**config.mk**
```make
export PLATFORM = sky130hd
export DESIGN_NAME = pp_pipeline_accel_mul_arbiter
export DESIGN_NICKNAME = d
export VERILOG_FILES = /design/src/rtl/pp_pipeline_accel_mul_arbiter.sv
export SDC_FILE = /design/constraint.sdc
export NUM_CORES = 1
export LEC_CHECK = 0
export ABC_AREA = 1
export BUFFER_PORTS_ARGS = -buffer_cell sky130_fd_sc_hd__buf_2
export CAP_MARGIN = 10
export CORE_MARGIN = 5
export CORE_UTILIZATION = 47
export CTS_CLUSTER_SIZE = 40
export DETAILED_ROUTE_END_ITERATION = 10
export PLACE_DENSITY = 0.93
export SYNTH_ARGS = -nofsm -noshare
export SYNTH_HDL_FRONTEND = slang
export SYNTH_SLANG_ARGS = --single-unit
```
**constraint.sdc**
```tcl
create_clock -name clk -period 5.2 [get_ports clk]
set_input_delay 0.52 -clock clk [delete_from_list [all_inputs] [get_ports clk]]
set_output_delay 0.52 -clock clk [all_outputs]
set_load 0.02 [all_outputs]
```
**src/rtl/pp_pipeline_accel_mul_arbiter.sv**
```systemverilog
// Round-robin front end that shares one pipelined unsigned multiplier among NUM_REQ
// requesters, tagging each product with its requester ID on a single backpressured result port.
module pp_pipeline_accel_mul_arbiter #(
  parameter int NUM_REQ     = 4,
  parameter int ID_W        = 2,
  parameter int DIN_W       = 16,
  parameter int DOUT_W      = 32,
  parameter int MUL_LATENCY = 4,
  parameter int CNT_W       = 3
) (
  input  logic                     clk,
  input  logic                     reset,
  input  logic [NUM_REQ-1:0]       req_valid,
  output logic [NUM_REQ-1:0]       req_ready,
  input  logic [NUM_REQ*DIN_W-1:0] req_a,
  input  logic [NUM_REQ*DIN_W-1:0] req_b,
  output logic                     mul_ce,
  output logic [DIN_W-1:0]         mul_din0,
  output logic [DIN_W-1:0]         mul_din1,
  input  logic [DOUT_W-1:0]        mul_dout,
  output logic                     out_valid,
  input  logic                     out_ready,
  output logic [ID_W-1:0]          out_id,
  output logic [DOUT_W-1:0]        out_p,
  output logic [CNT_W-1:0]         inflight,
  output logic                     busy
);

  // Scans downward from the lowest priority so the highest-priority hit is written last.
  function automatic logic [ID_W:0] rr_pick(input logic [NUM_REQ-1:0] valid,
                                            input logic [ID_W-1:0]    ptr);
    logic [ID_W:0] pick;
    int            idx;
    pick = '0;
    for (int k = NUM_REQ; k >= 1; k--) begin
      idx  = (int'(ptr) + k) % NUM_REQ;
      pick = valid[ID_W'(idx)] ? {1'b1, ID_W'(idx)} : pick;
    end
    return pick;
  endfunction

  logic [MUL_LATENCY-1:0] tag_valid_r;
  logic [ID_W-1:0]        tag_id_r [MUL_LATENCY];
  logic [ID_W-1:0]        last_ptr_r;
  logic [DIN_W-1:0]       din0_r;
  logic [DIN_W-1:0]       din1_r;
  logic [CNT_W-1:0]       inflight_r;
  logic                   busy_r;

  logic                   stall_s;
  logic                   ce_s;
  logic                   pick_found_s;
  logic [ID_W-1:0]        pick_id_s;
  logic [NUM_REQ-1:0]     win_s;
  logic [NUM_REQ-1:0]     req_ready_s;
  logic                   issue_s;
  logic [DIN_W-1:0]       sel_a_s;
  logic [DIN_W-1:0]       sel_b_s;
  logic [CNT_W-1:0]       inflight_next_s;

  // Arbitration, stall/enable generation, operand select and occupancy update.
  always_comb begin
    stall_s                   = tag_valid_r[MUL_LATENCY-1] & ~out_ready;
    ce_s                      = ~stall_s & ~reset;
    {pick_found_s, pick_id_s} = rr_pick(req_valid, last_ptr_r);
    win_s                     = '0;
    if (pick_found_s) begin
      win_s[pick_id_s] = 1'b1;
    end else begin
      win_s = '0;
    end
    req_ready_s = win_s & {NUM_REQ{ce_s}};
    issue_s     = |(req_valid & req_ready_s);
    sel_a_s     = DIN_W'(req_a >> (int'(pick_id_s) * DIN_W));
    sel_b_s     = DIN_W'(req_b >> (int'(pick_id_s) * DIN_W));
    // Occupancy tracks the tag popcount: one enters on issue, one leaves from the last stage.
    inflight_next_s = inflight_r;
    if (ce_s) begin
      inflight_next_s = inflight_r + CNT_W'(issue_s) - CNT_W'(tag_valid_r[MUL_LATENCY-1]);
    end else begin
      inflight_next_s = inflight_r;
    end
  end

  // Operand registers, tag shift pipe and round-robin pointer; everything freezes while stalled.
  always_ff @(posedge clk or posedge reset) begin
    if (reset) begin
      tag_valid_r <= '0;
      for (int i = 0; i < MUL_LATENCY; i++) begin
        tag_id_r[i] <= '0;
      end
      last_ptr_r <= ID_W'(NUM_REQ - 1);
      din0_r     <= '0;
      din1_r     <= '0;
      inflight_r <= '0;
      busy_r     <= 1'b0;
    end else if (ce_s) begin
      tag_valid_r <= {tag_valid_r[MUL_LATENCY-2:0], issue_s};
      tag_id_r[0] <= issue_s ? pick_id_s : '0;
      for (int i = 1; i < MUL_LATENCY; i++) begin
        tag_id_r[i] <= tag_id_r[i-1];
      end
      inflight_r <= inflight_next_s;
      busy_r     <= (inflight_next_s != '0);
      if (issue_s) begin
        last_ptr_r <= pick_id_s;
        din0_r     <= sel_a_s;
        din1_r     <= sel_b_s;
      end
    end
  end

  assign req_ready = req_ready_s;
  assign mul_ce    = ce_s;
  assign mul_din0  = din0_r;
  assign mul_din1  = din1_r;
  assign out_valid = tag_valid_r[MUL_LATENCY-1];
  assign out_id    = tag_id_r[MUL_LATENCY-1];
  assign out_p     = mul_dout;
  assign inflight  = inflight_r;
  assign busy      = busy_r;

endmodule

```
==> out/results.ini, run 1 <==
[placement]
dp_slack_ns=1.824
numPortBuffers=178
place_inst=864
hpwl_um=7696
place_congestion=0.8330
place_area_mm2=0.004517

[global_routing]
grt_max_degree=65
grt.total_usage_pct=19.96
antenna_found_initial=0
grt_pass1_wl_um=16820
overflow=0
grt_pass1_vias=3724

[yosys]
synth.ff_latch_count=50
syn_avg_cell_area_um2=6.091
syn_area_mm2=0.003935
yosysSeqAreaShare_pct=31.86
synth_cell_type_count=28
synth_fp_nets=816
yosys_warnings=0
synthCells=646

[clock_tree]
clk_latency_ns=0.30
cts_buffer_depth=2
cts_buffers=5
clkSlewWorstSetupHoldPaths_ns=0.10
htreeDepth=2
clkSinkCount=50
cts_tree=yes
ctsResizeCount=0
post-cts-setup-buffers=0
cts-root-buf=clkbuf_8
ctsHoldBuffers=0

[setup_path]
r2r_end=busy
path_class=register to output port
crit_path_start=last_ptr_r[0]
reg2reg_depth=17
cp_data_arrival_time_ns=2.84
rrSetupSlack_ns=1.87
crit_path_start_kind=register
cp-end-kind=output port
path_max_fanout=37
timing.rr.start=last_ptr_r[0]
worst_ep_required_time_ns=4.68

[layout]
post-route-cell-area_mm2=0.004607
final_cells=872
antenna_cells=0
drive_gt1_share_pct=26.73
fillCellCount=834
final_nets=936
final_common_cell=nand2_1
final_cell_mix=nand2_1, buf_2, nand3_1
area_growth_pct=17.07

[timing]
period_share_pct=64.69
slew_violations=0
rsz0062_at_grt=false
slew_headroom_pct=30.89
hold_viol_final=0
clock_skew_ns=0.009334
setup_ws_ns=1.836
worst_slew_pin_slew_ns=1.036
finalSetupTns_ns=0
clock.fmax_ghz=0.2973
fin_crit_ns=3.364
finalSetupViolCount=0

[drt]
firstDrtPassIters=6
drtIter0Drc=153
drc=0
via_per_inst=4.811
wl_met2_um=5117
wl_per_cell_um=12.10
via_count=4195
ant_nets=0
wl_met1_um=4415
drt_wl_total_um=10550
top_layer=met4
wl_met3_um=861

[power_and_ir_drop]
p_total_w=0.003362
ir_drop_uv=498.6
p_per_area_mw_per_mm2=729.7
power.leakage_nw=3.020

[die]
rows=33
die_x_um=101.5
fp.coreArea_mm2=0.008175
ioPinCount=243
start_util_pct=48.13
die_area_mm2=0.01030
fp.dieH_um=101.5

[outcome]
status=finished clean

[run]
drv_cap=0

[worst_hold_path]
hold_class=primary input to async pin

-- flip-flops by register name, indices dropped and copies added, names as in the netlist --
| name | count |
|---|---|
| last_ptr_r | 2 |
| mul_din0 | 16 |
| inflight | 3 |
| mul_din1 | 16 |
| tag_valid_r | 4 |
| tag_id_r | 6 |
| out_id | 2 |
| busy | 1 |
-- power breakdown --
| group | switching (W) | leakage, nW | internal (W) |
|---|---|---|---|
| clock network | 0.000130 | 0.0441 | 0.0000948 |
| registers | 0.000117 | 0.614 | 0.000591 |
| logic | 0.00165 | 2.36 | 0.000776 |
-- logic make-up (layout without fill, tap and decap cells) --
group,after synthesis,after routing,share of synthesized area (%)
and+or+nand+nor,422,422,44.29
buffers and inverters,156,277,20.41
DFF,50,50,31.86
AOI/OAI and AO/OA,13,13,1.844
adders and majority gates,3,3,1.145
xor gates and xnor gates,2,2,0.4452
-- metal layers --
metal | track usage, % | vias up
met2 | 35.21 | 165
li1 | - | 2151
met4 | 4.703 | 0
met3 | 4.752 | 15
met1 | 24.62 | 1864
met5 | 0 | -
-- worst max path at each step --
stage	endpoint	slack [ns]	cells past startpoint
after floorplan	busy	2.16	15
after global placement	busy	1.94	17
after detailed placement	busy	1.82	17
after CTS	req_ready[3]	1.81	12
after global routing	req_ready[3]	1.51	12
final	req_ready[3]	1.84	12
-- Yosys cell counts --
library cell / count / area (um^2)
nor2_1: 5 / 18.77
inv_2: 4 / 15.01
nand2_1: 308 / 1156
nand2_2: 3 / 18.77
inv_4: 1 / 6.260
o22ai_1: 1 / 6.260
clkbuf_1: 2 / 7.510
dfstp_2: 2 / 52.55
inv_1: 81 / 304.0
buf_1: 3 / 11.26
nand3_1: 100 / 500.5
ha_1: 2 / 25.02
dfrtp_1: 48 / 1201
o32ai_1: 1 / 8.760
buf_6: 5 / 56.30
nand3b_1: 1 / 7.510
buf_4: 41 / 307.8
o21ai_0: 7 / 35.03
buf_2: 19 / 95.09
nand3_2: 1 / 10.01
o21a_1: 1 / 7.510
nor3_2: 1 / 10.01
xnor2_1: 2 / 17.52
fa_1: 1 / 20.02
o21ai_1: 1 / 5.000
nor2_4: 1 / 11.26
a21oi_1: 2 / 10.01
nor3_1: 2 / 10.01
-- layout make-up --
| class | count | area (um^2) | area share, % |
|---|---|---|---|
| clock inverters | 3 | 21.27 | 0.4617 |
| repair buffers | 183 | 928.4 | 20.15 |
| inverters | 86 | 325.3 | 7.061 |
| clock buffers | 5 | 68.82 | 1.494 |
| flip-flops and latches | 50 | 1254 | 27.21 |
| well taps | 105 | 131.4 | 2.852 |
| multi-input cells | 440 | 1878 | 40.77 |
-- critical path, cell delays in order (launching register included) --
cell and delay [ns]:
dfstp_2 0.63, inv_4 0.07, nand2_1 0.07, nand2_1 0.06, nand2_1 0.10, nand2_1 0.09
inv_2 0.07, nand3_2 0.08, nand2_2 0.47, buf_4 0.45, inv_1 0.10, nor3_1 0.12
buf_2 0.20
-- stage by stage --
stage                     utilization (%)  hold WS (ns)
after floorplan                         -        0.4422
after global routing                56.35        0.5017
after global placement              55.25        0.4549
after CTS                           56.35        0.4839
after detailed placement            55.25        0.4593
final                               56.35        0.4700
No activity file was read; power rests on OpenSTA's default activity.
==> run 2, diff against run 1 <==
--- a/config.mk
+++ b/config.mk
@@ -5,14 +5,14 @@
 export SDC_FILE = /design/constraint.sdc
 export NUM_CORES = 1
 export LEC_CHECK = 0
-export ABC_AREA = 1
+export ABC_AREA = 0
 export BUFFER_PORTS_ARGS = -buffer_cell sky130_fd_sc_hd__buf_2
 export CAP_MARGIN = 10
 export CORE_MARGIN = 5
-export CORE_UTILIZATION = 47
+export CORE_UTILIZATION = 42
 export CTS_CLUSTER_SIZE = 40
 export DETAILED_ROUTE_END_ITERATION = 10
-export PLACE_DENSITY = 0.93
+export PLACE_DENSITY = 0.87
 export SYNTH_ARGS = -nofsm -noshare
 export SYNTH_HDL_FRONTEND = slang
 export SYNTH_SLANG_ARGS = --single-unit
==> constraint.sdc (replaced) <==
create_clock -name clk -period 3.4 [get_ports clk]
set_input_delay 0.34 -clock clk [delete_from_list [all_inputs] [get_ports clk]]
set_output_delay 0.34 -clock clk [all_outputs]
set_load 0.02 [all_outputs]
==> out/results.ini, run 2 <==
[timing]
period_share_pct=81.27
clock_skew_ns=0.006411
clock.fmax_ghz=0.3619
slew_violations=0
hold_viol_final=0
rsz0062_at_grt=false
fin_crit_ns=2.763
slew_headroom_pct=50.05
finalSetupViolCount=0
worst_slew_pin_slew_ns=0.7493
setup_ws_ns=0.6369
finalSetupTns_ns=0

[global_routing]
grt.total_usage_pct=21.35
antenna_found_initial=0
grt_pass1_wl_um=17530
overflow=0
grt_max_degree=51
grt_pass1_vias=3588

[layout]
area_growth_pct=22.78
drive_gt1_share_pct=40.08
final_cell_mix=buf_2, nand2_1, dfrtp_1
final_common_cell=buf_2
final_nets=688
antenna_cells=0
final_cells=624

[clock_tree]
cts-root-buf=clkbuf_8
clkSinkCount=50
cts_buffer_depth=2
cts_buffers=5
clk_latency_ns=0.30
post-cts-setup-buffers=0
ctsResizeCount=0
ctsHoldBuffers=0
cts_tree=yes
clkSlewWorstSetupHoldPaths_ns=0.10
htreeDepth=2

[setup_path]
r2r_end=mul_din0[1]
worst_ep_required_time_ns=3.06
crit_slowest_cell=a21oi_2
cp-end-kind=output port
timing.rr.start=tag_valid_r[3]
cp_data_arrival_time_ns=2.42
slowest_delay_ns=0.61
path_class=register to output port
reg2reg_depth=6
path_max_fanout=39
rrSetupSlack_ns=0.96
crit_path_start_kind=register
crit_path_start=tag_valid_r[3]
crit_chain=a221o_1, buf_4, a21oi_2, and2_1, buf_2

[die]
start_util_pct=43.25
die_x_um=102.0
fp.coreArea_mm2=0.008217
fp.dieH_um=102.0
ioPinCount=243
rows=33
die_area_mm2=0.01040

[placement]
place_inst=615
hpwl_um=8268
dp_slack_ns=0.8912
numPortBuffers=178
place_congestion=0.9052

[yosys]
yosys_warnings=0
synth_fp_nets=561
yosys-top-cells-count=nand2_1, dfrtp_1, buf_4
synth.most_common_cell=nand2_1
syn_area_mm2=0.003553
synthCells=391
synth_edf_count=0
synth.ff_latch_count=50
syn_avg_cell_area_um2=9.088
yosysSeqAreaShare_pct=35.28
synth_area_leaders=dfrtp_1, mux2i_1, and4_1
synth_top_area_share_pct=33.80
yosys.area.top_type=dfrtp_1
synth_cell_type_count=36
synthFlopType=dfrtp_1
synthArstFlopShare_pct=100.0

[worst_hold_path]
hold_class=primary input to async pin

[power_and_ir_drop]
p_int_w=0.001814
power.leakage_nw=2.188
netSwitchingFraction_pct=45.44
p_switching_w=0.001510
ir_drop_uv=407.4
comb_power_share_pct=54.7
p_per_area_mw_per_mm2=761.9
pwr-share-seq_pct=32.0
pwr-share-clk_pct=13.4

[drt]
drc=0
drt_wl_total_um=11500
drtIter0Drc=186
via_per_inst=5.688
ant_nets=0
wl_per_cell_um=18.43
via_count=3549
firstDrtPassIters=4

[run]
drv_cap=0

[outcome]
status=finished clean

[run 2: power by group through the flow]
stage / Clock [W] / Combinational [W] / Sequential [W]
2_1_floorplan: 0 / 0.00110 / 0.00130
3_5_place_dp: 0 / 0.00182 / 0.00107
5_1_grt: 0.000480 / 0.00198 / 0.00109
4_1_cts: 0.000460 / 0.00182 / 0.00106
6_report: 0.000445 / 0.00182 / 0.00106
3_3_place_gp: 0 / 0.00176 / 0.00106
[run 2: cell families (layout without fill, tap and decap cells)]
kind of cell    after synthesis  count (layout)  share of synthesized area [%]
buf+inv                      74             202                          12.99
flops                        50              50                          35.28
mux                          32              32                          9.014
simple gates                120             120                          18.77
compound gates              110             110                          22.18
xor+xnor                      2               2                         0.4930
fa+ha+maj                     3               3                          1.268
[run 2: metrics by stage]
stage / total power [W] / util (%) / area [um^2] / hold WS [ns]
6_report: 0.003324 / 53.10 / 4363 / 0.09488
5_1_grt: 0.003552 / 53.10 / 4363 / 0.1271
4_1_cts: 0.003343 / 52.86 / 4343 / 0.3356
3_5_place_dp: 0.002891 / 51.42 / 4225 / 0.4597
3_3_place_gp: 0.002825 / 51.42 / 4225 / 0.4507
2_1_floorplan: 0.002401 / - / 3553 / 0.4386
[run 2: worst max-delay path: cells and delay by family, from the launching register on]
kind / cells / cell delay (ns)
AO/OA/AOI/OAI: 2 / 0.99
flip-flops: 1 / 0.45
AND/OR/NAND/NOR: 1 / 0.23
buffers and inverters: 2 / 0.45
[run 2: final cells by class]
cell class | count | area [um^2]
sequential | 50 | 1254
fill | 772 | 3854
timing repair buffer | 188 | 978.4
clock buffer | 5 | 68.82
tap | 105 | 131.4
multi-input combinational | 267 | 1859
clock inverter | 3 | 48.80
inverter | 6 | 22.52
[run 2: per-layer routing]
layer / track usage [%] / vias to the layer above / routed length, um
li1: - / 1646 / -
met1: 25.35 / 1660 / 4228
met2: 36.23 / 205 / 5778
met3: 4.505 / 38 / 1142
met4: 11.20 / 0 / 352
met5: 0 / - / 0
[run 2: worst max-delay path by stage]
| stage | end | cells past startpoint |
|---|---|---|
| final | req_ready[0] | 5 |
| after global routing | req_ready[1] | 5 |
| after CTS | req_ready[0] | 5 |
| after detailed placement | busy | 9 |
| after global placement | req_ready[1] | 7 |
| after floorplan | busy | 8 |
==> run 3, diff against run 2 <==
--- a/config.mk
+++ b/config.mk
@@ -9,10 +9,10 @@
 export BUFFER_PORTS_ARGS = -buffer_cell sky130_fd_sc_hd__buf_2
 export CAP_MARGIN = 10
 export CORE_MARGIN = 5
-export CORE_UTILIZATION = 42
+export CORE_UTILIZATION = 38
 export CTS_CLUSTER_SIZE = 40
 export DETAILED_ROUTE_END_ITERATION = 10
-export PLACE_DENSITY = 0.87
+export PLACE_DENSITY = 0.83
 export SYNTH_ARGS = -nofsm -noshare
 export SYNTH_HDL_FRONTEND = slang
 export SYNTH_SLANG_ARGS = --single-unit
==> constraint.sdc (replaced) <==
create_clock -name clk -period 2.5 [get_ports clk]
set_input_delay 0.25 -clock clk [delete_from_list [all_inputs] [get_ports clk]]
set_output_delay 0.25 -clock clk [all_outputs]
set_load 0.02 [all_outputs]
==> out/results.ini, run 3 (same netlist as run 2, synthesis figures left out) <==
[outcome]
status=finished clean

[layout]
final_cell_mix=buf_2, nand2_1, dfrtp_1
final_nets=692
drive_gt1_share_pct=40.92
fillCellCount=875
seqCellArea_mm2=0.001255
area_growth_pct=24.44
antenna_cells=0
multi_input_area_mm2=0.001869
final_common_cell=buf_2

[timing]
period_share_pct=98.33
clock_skew_ns=0.01130
slew_violations=0
clock.fmax_ghz=0.4068
finalSetupViolCount=0
whs_ns=0.2466
fin_crit_ns=2.458
slew_headroom_pct=56.15
rsz0062_at_grt=true
hold_viol_final=0
finalSetupTns_ns=0
worst_slew_pin_slew_ns=0.6577

[setup_path]
timing.rr.start=tag_valid_r[3]
crit_path_start_kind=primary input
slowest_delay_ns=0.53
crit_chain=dlygate4sd3_1, buf_2, a221o_1, ha_1, inv_1, ha_1, fa_2, or3_1, o22a_1
rrSetupSlack_ns=0.13
crit_family=adder cells
path_max_fanout=3
crit_end=busy
cp-end-kind=register
path_depth=9
r2r_end=busy
path_class=primary input to register
cp_data_arrival_time_ns=2.67
crit_path_start=reset
reg2reg_depth=7
critPathBufInv=3
cp_common_cell=ha_1
worst_ep_required_time_ns=2.71
crit_slowest_cell=dlygate4sd3_1

[die]
die_area_mm2=0.01138
fp.coreArea_mm2=0.009196
ioPinCount=243
rows=35
start_util_pct=38.64
die_x_um=106.7
fp.dieH_um=106.7

[worst_hold_path]
hold_path_depth=3
hold_class=primary input to register

[clock_tree]
cts-root-buf=clkbuf_8
htreeDepth=2
cts_buffer_depth=2
clk_latency_ns=0.31
cts_buffers=5
cts_tree=yes
clkSlewWorstSetupHoldPaths_ns=0.11
clkSinkCount=50

[global_routing]
antenna_found_initial=0
grt.total_usage_pct=18.75
grt_pass1_vias=3482
grt_max_degree=51
grt_pass1_wl_um=17260
overflow=0

[drt]
ant_nets=0
drtIter0Drc=169
via_per_inst=5.525
via_count=3503
firstDrtPassIters=4
wl_per_cell_um=18.21
drc=0
drt_wl_total_um=11540

[placement]
place_congestion=0.7820
numPortBuffers=178
hpwl_um=8336

[power_and_ir_drop]
p_per_area_mw_per_mm2=1019
ir_drop_uv=419.8
power.leakage_nw=2.214

[run]
drv_cap=0

-- run 3: timing repair --
action,in CTS,in global routing
endpoints found under the hold margin,2,0
endpoints found under the setup margin,0,2
resized for setup,0,2
hold buffers,1,0
setup buffers,0,1
-- run 3: layout make-up --
cell class | instances | share of cell area, %
clock buffers | 5 | 1.556
well taps | 111 | 3.141
repair buffers | 192 | 23.54
clock inverters | 3 | 0.5942
multi-input cells | 267 | 42.27
inverters | 6 | 0.5093
flip-flops and latches | 50 | 28.38
-- run 3: worst min path at each step --
stage,startpoint,to,slack [ns]
2_1_floorplan,tag_valid_r[2],tag_valid_r[3],0.44
3_3_place_gp,reset,inflight[1],0.34
3_5_place_dp,reset,busy,0.35
4_1_cts,req_b[50],mul_din1[2],0.23
5_1_grt,req_b[50],mul_din1[2],0.26
6_report,req_b[50],mul_din1[2],0.25
-- run 3: worst reg2reg max path, cell delays in order (launching register included) --
cell	delay, ns
dfrtp_2	0.45
a221o_1	0.39
ha_1	0.28
inv_1	0.06
ha_1	0.15
fa_2	0.44
or3_1	0.36
o22a_1	0.16
-- run 3: where the power goes --
group | internal, W | total (W) | switching [W]
clock network | 0.000206 | 0.000497 | 0.000291
registers | 0.00120 | 0.00145 | 0.000252
logic | 0.00104 | 0.00256 | 0.00152
total | 0.00244 | 0.00451 | 0.00206
-- run 3: metrics by stage --
step | std cells | instance area (um^2) | setup slack (ns) | total power (W) | utilization, %
after floorplan | 391 | 3565 | -0.04885 | 0.003272 | -
after global placement | 623 | 4274 | 0.1793 | 0.003849 | 46.48
after detailed placement | 623 | 4274 | 0.09283 | 0.003928 | 46.48
after CTS | 632 | 4379 | 0.02400 | 0.004447 | 47.62
after global routing | 634 | 4422 | -0.03616 | 0.004826 | 48.08
final | 634 | 4422 | 0.04166 | 0.004508 | 48.08
-- run 3: routing by layer --
metal | vias up | share of wire (%) | global-route usage (%)
met1 | 1650 | 40 | 22.61
met2 | 165 | 50 | 33.05
met5 | - | 0 | 0
met4 | 0 | 2.0 | 6.484
met3 | 27 | 7.9 | 3.913
li1 | 1661 | - | -
